## src/rtl/alu_seq_pkg.sv

```systemverilog
// alu_seq_pkg: shared definitions for the multi-byte ALU sequencer.
//   BYTE_W         - width of one ALU pass
//   OP_ADD..OP_SHR - 3-bit opcodes, identical to the ALU select encoding
//   state_e        - sequencer states IDLE/PASS/FIX/DONE
package alu_seq_pkg;
  localparam int BYTE_W = 8;

  localparam logic [2:0] OP_ADD = 3'b000;
  localparam logic [2:0] OP_SUB = 3'b001;
  localparam logic [2:0] OP_AND = 3'b010;
  localparam logic [2:0] OP_OR  = 3'b011;
  localparam logic [2:0] OP_NOT = 3'b100;
  localparam logic [2:0] OP_XOR = 3'b101;
  localparam logic [2:0] OP_SHL = 3'b110;
  localparam logic [2:0] OP_SHR = 3'b111;

  typedef enum logic [1:0] {IDLE, PASS, FIX, DONE} state_e;
endpackage

```

## src/rtl/alu_seq_carry.sv

```systemverilog
// alu_seq_carry: per-byte carry/borrow rule for the sequencer (combinational).
//   op      - current opcode (only add/sub produce a nonzero bit)
//   alu_a   - ALU operand a as driven this cycle
//   alu_b   - ALU operand b as driven this cycle
//   alu_out - ALU result for this cycle
//   fix     - 1 during the +/-1 fix-up pass, 0 during the main byte pass
//   c       - carry (add) or borrow (sub) produced by this pass alone
// The caller ORs the main-pass bit with the fix-pass bit; a byte can only
// carry out of one of the two passes, never both.
module alu_seq_carry
  import alu_seq_pkg::*;
(
  input  logic [2:0]        op,
  input  logic [BYTE_W-1:0] alu_a,
  input  logic [BYTE_W-1:0] alu_b,
  input  logic [BYTE_W-1:0] alu_out,
  input  logic              fix,
  output logic              c
);
  always_comb begin
    c = 1'b0;
    if (op == OP_ADD)
      c = fix ? (alu_out == '0) : (alu_out < alu_a);  // wrap-around means carry
    else if (op == OP_SUB)
      c = fix ? (alu_a == '0) : (alu_a < alu_b);
  end
endmodule

```

## src/rtl/alu_seq_driver.sv

```systemverilog
// alu_seq_driver: drives an 8-bit combinational ALU byte-by-byte to perform
// an NBYTES-wide operation, inserting +/-1 fix-up passes for carry/borrow.
//   clk, rst_n            - clock, synchronous active-low reset
//   req_valid/req_ready   - request handshake; req_op/req_a/req_b operands
//   rsp_valid/rsp_ready   - response handshake; rsp_data and z/n/c flags
//   rsp_v                 - signed overflow, present only with ALU_SEQ_OVF_EN
//   alu_a/alu_b/alu_s     - registered drive to the ALU
//   alu_out               - ALU result, combinational from alu_a/b/s
// Optional feature macro: ALU_SEQ_OVF_EN (adds rsp_v).
module alu_seq_driver
  import alu_seq_pkg::*;
#(
  parameter int NBYTES = 2,
  localparam int W = 8 * NBYTES
) (
  input  logic              clk,
  input  logic              rst_n,
  input  logic              req_valid,
  output logic              req_ready,
  input  logic [2:0]        req_op,
  input  logic [W-1:0]      req_a,
  input  logic [W-1:0]      req_b,
  output logic              rsp_valid,
  input  logic              rsp_ready,
  output logic [W-1:0]      rsp_data,
  output logic              rsp_z,
  output logic              rsp_n,
  output logic              rsp_c,
`ifdef ALU_SEQ_OVF_EN
  output logic              rsp_v,
`endif
  output logic [BYTE_W-1:0] alu_a,
  output logic [BYTE_W-1:0] alu_b,
  output logic [2:0]        alu_s,
  input  logic [BYTE_W-1:0] alu_out
);
  localparam int IDX_W = (NBYTES > 1) ? $clog2(NBYTES) : 1;

  state_e             state_q, state_d;
  logic [2:0]         op_q, op_d;
  logic [W-1:0]       a_q, a_d, b_q, b_d, res_q, res_d;
  logic [IDX_W-1:0]   idx_q, idx_d, idx_nx;
  logic               carry_q, carry_d;    // carry/borrow into the current byte
  logic               pass_c_q, pass_c_d;  // main-pass carry held across FIX
  logic               shin_q, shin_d;      // bit shifted into the current byte
  logic [BYTE_W-1:0]  alu_a_q, alu_a_d, alu_b_q, alu_b_d;
  logic [2:0]         alu_s_q, alu_s_d;
  logic               rsp_valid_q, rsp_valid_d;
  logic [W-1:0]       rsp_data_q, rsp_data_d;
  logic               rsp_z_q, rsp_z_d, rsp_n_q, rsp_n_d, rsp_c_q, rsp_c_d;
`ifdef ALU_SEQ_OVF_EN
  logic               rsp_v_q, rsp_v_d;
`endif

  logic               cbit, adv, go_fix, last, arith;
  logic [BYTE_W-1:0]  byte_v, a_byte;

  alu_seq_carry u_carry (
    .op     (op_q),
    .alu_a  (alu_a_q),
    .alu_b  (alu_b_q),
    .alu_out(alu_out),
    .fix    (state_q == FIX),
    .c      (cbit)
  );

  assign req_ready = rst_n && (state_q == IDLE);
  assign rsp_valid = rsp_valid_q;
  assign rsp_data  = rsp_data_q;
  assign rsp_z     = rsp_z_q;
  assign rsp_n     = rsp_n_q;
  assign rsp_c     = rsp_c_q;
`ifdef ALU_SEQ_OVF_EN
  assign rsp_v     = rsp_v_q;
`endif
  assign alu_a     = alu_a_q;
  assign alu_b     = alu_b_q;
  assign alu_s     = alu_s_q;

  always_comb begin
    state_d = state_q;  op_d = op_q;  a_d = a_q;  b_d = b_q;  res_d = res_q;
    idx_d = idx_q;  carry_d = carry_q;  pass_c_d = pass_c_q;  shin_d = shin_q;
    rsp_valid_d = rsp_valid_q;  rsp_data_d = rsp_data_q;
    rsp_z_d = rsp_z_q;  rsp_n_d = rsp_n_q;  rsp_c_d = rsp_c_q;
`ifdef ALU_SEQ_OVF_EN
    rsp_v_d = rsp_v_q;
`endif
    // ALU is parked at zero/add unless a pass is scheduled below
    alu_a_d = '0;  alu_b_d = '0;  alu_s_d = OP_ADD;
    adv = 1'b0;  go_fix = 1'b0;
    byte_v = alu_out;
    a_byte = a_q[BYTE_W*idx_q +: BYTE_W];
    arith  = (op_q == OP_ADD) || (op_q == OP_SUB);
    // shr walks MSB->LSB, everything else LSB->MSB
    idx_nx = (op_q == OP_SHR) ? idx_q - 1'b1 : idx_q + 1'b1;
    last   = (op_q == OP_SHR) ? (idx_q == '0) : (idx_q == IDX_W'(NBYTES - 1));

    unique case (state_q)
      IDLE: if (req_valid && req_ready) begin
        state_d = PASS;  op_d = req_op;  a_d = req_a;  b_d = req_b;
        idx_d = (req_op == OP_SHR) ? IDX_W'(NBYTES - 1) : '0;
        carry_d = 1'b0;  pass_c_d = 1'b0;  shin_d = 1'b0;
        alu_a_d = req_a[BYTE_W*idx_d +: BYTE_W];
        alu_b_d = req_b[BYTE_W*idx_d +: BYTE_W];
        alu_s_d = req_op;
      end
      PASS: begin
        if (op_q == OP_SHL) begin
          byte_v = alu_out | {7'b0, shin_q};
          shin_d = a_byte[BYTE_W-1];
        end else if (op_q == OP_SHR) begin
          byte_v = alu_out | {shin_q, 7'b0};
          shin_d = a_byte[0];
        end
        res_d[BYTE_W*idx_q +: BYTE_W] = byte_v;
        // An incoming carry/borrow is applied as a separate +/-1 pass
        if (arith && carry_q) begin
          pass_c_d = cbit;
          go_fix   = 1'b1;
        end else begin
          carry_d = cbit;
          adv     = 1'b1;
        end
      end
      FIX: begin
        res_d[BYTE_W*idx_q +: BYTE_W] = alu_out;
        carry_d = pass_c_q | cbit;
        adv     = 1'b1;
      end
      DONE: if (rsp_ready) begin
        rsp_valid_d = 1'b0;
        state_d     = IDLE;
      end
      default: state_d = IDLE;
    endcase

    if (go_fix) begin
      state_d = FIX;
      alu_a_d = byte_v;
      alu_b_d = 8'h01;
      alu_s_d = op_q;
    end

    if (adv) begin
      if (last) begin
        state_d     = DONE;
        rsp_valid_d = 1'b1;
        rsp_data_d  = res_d;
        rsp_z_d     = (res_d == '0);
        rsp_n_d     = res_d[W-1];
        rsp_c_d     = arith ? carry_d :
                      ((op_q == OP_SHL) || (op_q == OP_SHR)) ? shin_d : 1'b0;
`ifdef ALU_SEQ_OVF_EN
        rsp_v_d = 1'b0;
        if (op_q == OP_ADD)
          rsp_v_d = (a_q[W-1] == b_q[W-1]) && (res_d[W-1] != a_q[W-1]);
        else if (op_q == OP_SUB)
          rsp_v_d = (a_q[W-1] != b_q[W-1]) && (res_d[W-1] != a_q[W-1]);
`endif
      end else begin
        state_d = PASS;
        idx_d   = idx_nx;
        alu_a_d = a_q[BYTE_W*idx_nx +: BYTE_W];
        alu_b_d = b_q[BYTE_W*idx_nx +: BYTE_W];
        alu_s_d = op_q;
      end
    end
  end

  always_ff @(posedge clk) begin
    if (!rst_n) begin
      state_q <= IDLE;  op_q <= '0;  a_q <= '0;  b_q <= '0;  res_q <= '0;
      idx_q <= '0;  carry_q <= 1'b0;  pass_c_q <= 1'b0;  shin_q <= 1'b0;
      alu_a_q <= '0;  alu_b_q <= '0;  alu_s_q <= '0;
      rsp_valid_q <= 1'b0;  rsp_data_q <= '0;
      rsp_z_q <= 1'b0;  rsp_n_q <= 1'b0;  rsp_c_q <= 1'b0;
`ifdef ALU_SEQ_OVF_EN
      rsp_v_q <= 1'b0;
`endif
    end else begin
      state_q <= state_d;  op_q <= op_d;  a_q <= a_d;  b_q <= b_d;  res_q <= res_d;
      idx_q <= idx_d;  carry_q <= carry_d;  pass_c_q <= pass_c_d;  shin_q <= shin_d;
      alu_a_q <= alu_a_d;  alu_b_q <= alu_b_d;  alu_s_q <= alu_s_d;
      rsp_valid_q <= rsp_valid_d;  rsp_data_q <= rsp_data_d;
      rsp_z_q <= rsp_z_d;  rsp_n_q <= rsp_n_d;  rsp_c_q <= rsp_c_d;
`ifdef ALU_SEQ_OVF_EN
      rsp_v_q <= rsp_v_d;
`endif
    end
  end
endmodule

```

## config.mk

```make
export PLATFORM = sky130hd
export DESIGN_NAME = alu_seq_driver
export DESIGN_NICKNAME = d
export VERILOG_FILES = /design/src/rtl/alu_seq_pkg.sv /design/src/rtl/alu_seq_carry.sv /design/src/rtl/alu_seq_driver.sv
export SDC_FILE = /design/constraint.sdc
export NUM_CORES = 1
export LEC_CHECK = 0
export CAP_MARGIN = 5
export CELL_PAD_IN_SITES_DETAIL_PLACEMENT = 0
export CELL_PAD_IN_SITES_GLOBAL_PLACEMENT = 2
export CORE_AREA = 2 2 127 129
export CTS_CLUSTER_SIZE = 8
export DETAILED_ROUTE_END_ITERATION = 8
export DIE_AREA = 0 0 129 131
export PLACE_DENSITY_LB_ADDON = 0.1
export SYNTH_ARGS = -nofsm -noshare
export SYNTH_HDL_FRONTEND = slang
export SYNTH_SLANG_ARGS = --single-unit
```

## constraint.sdc

```tcl
create_clock -name clk -period 2.3 [get_ports clk]
set_input_delay 0.345 -clock clk [delete_from_list [all_inputs] [get_ports clk]]
set_output_delay 0.345 -clock clk [all_outputs]
set_load 0.01 [all_outputs]
```

# --- Word level (Yosys, flattened, before mapping) ---
# Cells that the tools add are included.
# W data, S select, Z words.
classes:
  add_sub_neg: 3
  n_mul: 0
  div: 0
  n_lt_le_gt_ge: 2
  n_eq_ne: 11
  n_shift: 8
  mux: 59
  bitwise_logic: 4
  n_reduce_logical: 16
ops:
  columns: ["cell", "count"]
  rows:
  - ["$mux W8", 14]
  - ["$shiftx A16 B5 Y8", 5]
  - ["$shiftx A8 B34 Y16", 2]
  - ["$neg A4 Y34", 1]
  - ["$shift A8 B34 Y16 const A", 1]
  - ["$bwmux W16", 2]
  - ["$pmux W16 S2", 1]
  - ["$mux W1", 27]
  - ["$logic_not A16 Y1", 1]
  - ["$logic_not A8 Y1", 2]
  - ["$lt A8 B8 Y1", 2]
  - ["$mux W3", 5]
  - ["$mux W2", 5]
  - ["$eq A3 B3 Y1 const B", 3]
  - ["$or A8 B1 Y8", 1]
  - ["$or A8 B8 Y8", 1]
  - ["$pmux W1 S2", 3]
  - ["$reduce_and A3 Y1", 2]
  - ["$eq A2 B2 Y1 const B", 2]
  - ["$ne A4 B3 Y1 const B", 1]
  - ["$ne A4 B4 Y1 const B", 1]
  - ["$pmux W2 S2", 1]
  - ["$reduce_and A2 Y1", 2]
  - ["$reduce_bool A4 Y1", 1]
  - ["other kinds (14)", 17]
totals:
  ff_bits: 96
  latch_bits: 0
  ramBits: 0
  rom_bits: 0
  output_inout_bits: 40
  mem_count: 0

# --- Longest topological paths before layout ---
depth:
  depth_word: 8
  mapped_depth: 10

# --- Cells and area by module ---
# From an unflattened synthesis, not the netlist that was laid out.
hier_totals:
  cells_unflattened: 565
  area_unflattened_um2: 4725.8
by_module_without_submodules:
  columns: ["mod", "n_inst", "cells_per_inst", "area_per_inst_um2", "seq_area_each_um2"]
  rows:
  - ["alu_seq_driver", 1, 509, 4267.8, 1901.8]
  - ["alu_seq_carry", 1, 56, 457.9, 0.0]

# --- Least setup slack after synthesis ---
# Ideal clock, no wire load.
synth_timing:
  kind: "flip-flop to flip-flop"
  from: "register state_q[0]"
  to: "register rsp_z_q, in the netlist rsp_z"
  setup_time_ps: 87
  t_arrival_ps: 1999
  required_time_ps: 2213
  slack_ps: 214
  path_stages_with_launch: 11
  synth_period_minus_slack_ps: 2086
  cell_sequence: "dfxtp_1 inv_1 ha_1 buf_6 or2_1 buf_6 and2_4 a22o_1 nor4_2 nand4_1 o31ai_1"
synth_via:
  elab_chain_len: 3
  elab_cells_between_ends: 6
  cone_classes: "2 x eq/ne; 2 x mux; 2 x reduce/logical"
synth_lines:
  columns: ["element", "line", "rtl"]
  rows:
  - ["from (decl)", "alu_seq_driver.sv:39", "state_e state_q, state_d;"]
  - ["from (signal assigned)", "alu_seq_driver.sv:172", "state_q <= IDLE; op_q <= '0; a_q <= '0; b_q <= '0; res_q <= '0;"]
  - ["from (signal assigned)", "alu_seq_driver.sv:181", "state_q <= state_d; op_q <= op_d; a_q <= a_d; b_q <= b_d; res_q <= res_d;"]
  - ["$eq A2 B2 Y1 / $eq A2 B1 Y1 (equally long branches)", "alu_seq_driver.sv:98", "unique case (state_q)"]
  - ["$pmux W16 S2 / $pmux W1 S2 (equally long branches)", "alu_seq_driver.sv:98", null]
  - ["$logic_not A16 Y1 / $reduce_and A2 Y1 (equally long branches)", null, null]
  - ["to (signal assigned)", "alu_seq_driver.sv:185", "rsp_z_q <= rsp_z_d; rsp_n_q <= rsp_n_d; rsp_c_q <= rsp_c_d;"]
  - ["to (decl)", "alu_seq_driver.sv:50", "logic rsp_z_q, rsp_z_d, rsp_n_q, rsp_n_d, rsp_c_q, rsp_c_d;"]
# Several ways; a longest one is shown, not always the timed one.
# A chain may end at the register's enable or synchronous reset.

# --- Worst setup path in the final report ---
# Same ends and word-level chain as after synthesis.

==> flow_summary.yaml <==
floorplan:
  core.rowCount: 46
  die-width_um: 129
  start_util_pct: 30.2
  die_h_um: 131
  io-pin-count: 87
  core_um2: 15600
  dieArea_um2: 16900
job:
  drv_cap: 0
logic_synthesis:
  synth.most_common_cell: "nand2_1"
  synth.area.top_cells: "dfxtp_1, nand2_1, o21ai_0"
  synth_top_area_share_pct: 40.4
  yosysTopAreaCell: "dfxtp_1"
  synth_edf_count: 0
  synth_commonest_cells: "nand2_1, dfxtp_1, o21ai_0"
  synthArstFlopShare_pct: 0
  synth_cell_types: 61
  synth.avg_cell_area_um2: 8.43
  synth_nets: 625
  synth-seq-cells: 95
  synthCells: 559
  synthFlopType: "dfxtp_1"
  synthesis.area_um2: 4710
  ys_seq_area_share_pct: 40.4
  yosys_warnings: 0
detailed_routing:
  route.antenna.remaining_nets: 0
  firstDrtPassIters: 5
  wl_um: 14700
  drc: 0
  wl_per_cell_um: 16.7
  routed_via_density: 4.89
  via_count: 4300
  drtIter0Drc: 254
clock_tree:
  cts_root_buf: "clkbuf_16"
  clock_sinks: 95
  clk_pin_slew_ns: 0.07
  clock_path_buffers: 2
  clk_latency_ns: 0.35
  htreeDepth: 3
  numCtsBuffers: 9
  cts_setup_buffers: 0
  cts_hold_buf: 0
  cts_tree: "done"
  cts-resized-gates: 2
setup_path:
  crit_buf_inv: 1
  critical_path.max_stage_delay_ns: 0.39
  cp.arrival_ns: 2.44
  cp_top_family: "simple AND/OR/NAND/NOR gates"
  worstPathCellList: "inv_1, ha_4, and2_2, and2_4, a22o_1, nor4_2, nand4_1, o31ai_2"
  reg2reg_slack_ns: 0.13
  setup.worst_path.end_class: "flip-flop"
  timing.rr.start: "state_q[0]"
  crit_type: "flip-flop to flip-flop"
  worstPathRequired_ns: 2.57
  rr_endpoint: "rsp_z"
  worstRegToRegCells: 8
  critPathMaxFanout: 11
  slowest_stage: "dfxtp_1"
  cp-start-kind: "flip-flop"
sta:
  finalSetupViolations: 0
  rsz0062_at_grt: "no"
  drv_slew: 0
  finClkSkew_ns: 0.00818
  fin_crit_sh_pct: 94.4
  worst_slew_pin_slew_ns: 0.617
  relSlewSlack_pct: 58.8
  timing.final.ws_setup_ns: 0.129
  fmax_ghz: 0.461
  period_needed_ns: 2.17
  hold_viol_final: 0
min_path:
  holdPathStages: 2
  hold_end: "alu_b[7]"
  hold_path.class: "flip-flop to flip-flop"
  hp-start: "b_q[7]"
placement:
  preCtsSetupSlack_ns: -0.0384
  gp_congestion: 0.793
  dp_hpwl_um: 10800
  port_buffers: 86
  placed_area_um2: 5980
layout:
  drive_gt1_share_pct: 11.9
  nets: 726
  regArea_um2: 1900
  diodes: 0
  num-fill-cells: 1612
  multiInputGateArea_um2: 2580
  area_growth_pct: 33.6
  fin_area_um2: 6300
global_routing:
  antenna_found_initial: 0
  overflow: 0
  grt_busiest_layer: "met2"
  grt_pass1_wl_um: 22600
  grt_max_degree: 58
  grt_pass1_vias: 4150
  grt_use_met2_pct: 27.0
  use_met1_pct: 24.6
  grt.met3_usage_pct: 3.05
  track_usage_pct: 17.7
status:
  status: "complete, no violations"
power:
  ir_drop_uv: 397
  leakagePower_nw: 2.32
  power_density_nw_per_um2: 1050
[layout make-up]
type / count / share of cell area, %
clock buffers: 13 / 4.13
clock inverters: 2 / 0.258
repair buffers: 124 / 18.9
inverters: 21 / 1.25
well taps: 216 / 4.29
multi-input cells: 409 / 40.9
flip-flops and latches: 95 / 30.2
[worst max-delay path by stage]
stage | cells after the start | startpoint | end
after global placement | 7 | alu_out[1] | rsp_c
after CTS | 8 | state_q[1] | rsp_data[10]
after global routing | 8 | state_q[0] | rsp_z
after detailed placement | 7 | state_q[1] | rsp_z
final | 8 | state_q[0] | rsp_z
after floorplan | 10 | state_q[0] | rsp_z
[state kept, by name (all words and copies together), names as in the netlist]
register and count:
shin_q 1, state_q 2, carry_q 1, b_q 16, rsp_data 16, idx_q 1, pass_c_q 1, rsp_c 1
rsp_valid 1, a_q 16, alu_a 8, alu_b 8, res_q 16, rsp_z 1, op_q 3, alu_s 3
[layer usage]
| metal | share of wire [%] | vias up |
|---|---|---|
| li1 | - | 2166 |
| met1 | 50 | 2009 |
| met2 | 44 | 102 |
| met3 | 4.0 | 23 |
| met4 | 2.3 | 0 |
| met5 | 0 | - |
[metrics by stage]
step	util (%)	power, mW	TNS, ns	std cells	hold WS, ns
after floorplan	-	3.93	0	559	0.431
after global placement	38.4	5.10	0	865	0.442
after detailed placement	38.4	5.12	-0.0384	865	0.445
after CTS	40.2	6.60	0	880	0.455
after global routing	40.4	7.03	0	880	0.463
final	40.4	6.61	0	880	0.457
[cells in the final DEF, fill, tap and decap left out, types with 3 or more instances in the layout]
master | netlist | routed
inv_1 | 21 | 21
a22oi_1 | 15 | 15
and4_1 | 3 | 3
a22o_1 | 3 | 3
nand2_1 | 119 | 119
a22o_2 | 4 | 4
and2_1 | 11 | 11
mux2i_1 | 16 | 16
o22ai_1 | 3 | 3
o21ai_0 | 55 | 55
buf_4 | 1 | 34
nand2b_1 | 9 | 9
buf_12 | 0 | 4
a2bb2oi_1 | 7 | 7
clkbuf_16 | 0 | 9
nor3b_1 | 8 | 8
o211a_1 | 8 | 8
nor2_1 | 26 | 26
a211oi_1 | 4 | 4
nand3_1 | 6 | 6
a32o_1 | 3 | 3
clkdlybuf4s50_1 | 0 | 85
a21oi_1 | 13 | 13
nor2b_1 | 7 | 7
ha_1 | 19 | 16
nor3_1 | 3 | 3
o21a_1 | 4 | 3
dfxtp_1 | 95 | 94
a21boi_0 | 18 | 18
[report_power, final]
part | internal, mW | switching [mW] | total (mW)
logic | 1.35 | 1.61 | 2.97
registers | 1.97 | 0.249 | 2.22
clock network | 0.790 | 0.639 | 1.43
[tightest hold or removal path, cell delays in order, from the launching register on]
cell	delay (ns)
dfxtp_1	0.31
nand2_1	0.05
a21boi_1	0.05
[logic make-up after synthesis]
group                    synth area share, %
adder cells (fa/ha/maj)                 5.05
buffers and inverters                   5.76
AO/OA/AOI/OAI                           22.6
multiplexers                            4.12
flip-flops                              40.4
AND/OR/NAND/NOR                         21.7
XOR/XNOR                               0.345
Note: power is estimated with default switching activity, not from simulation.
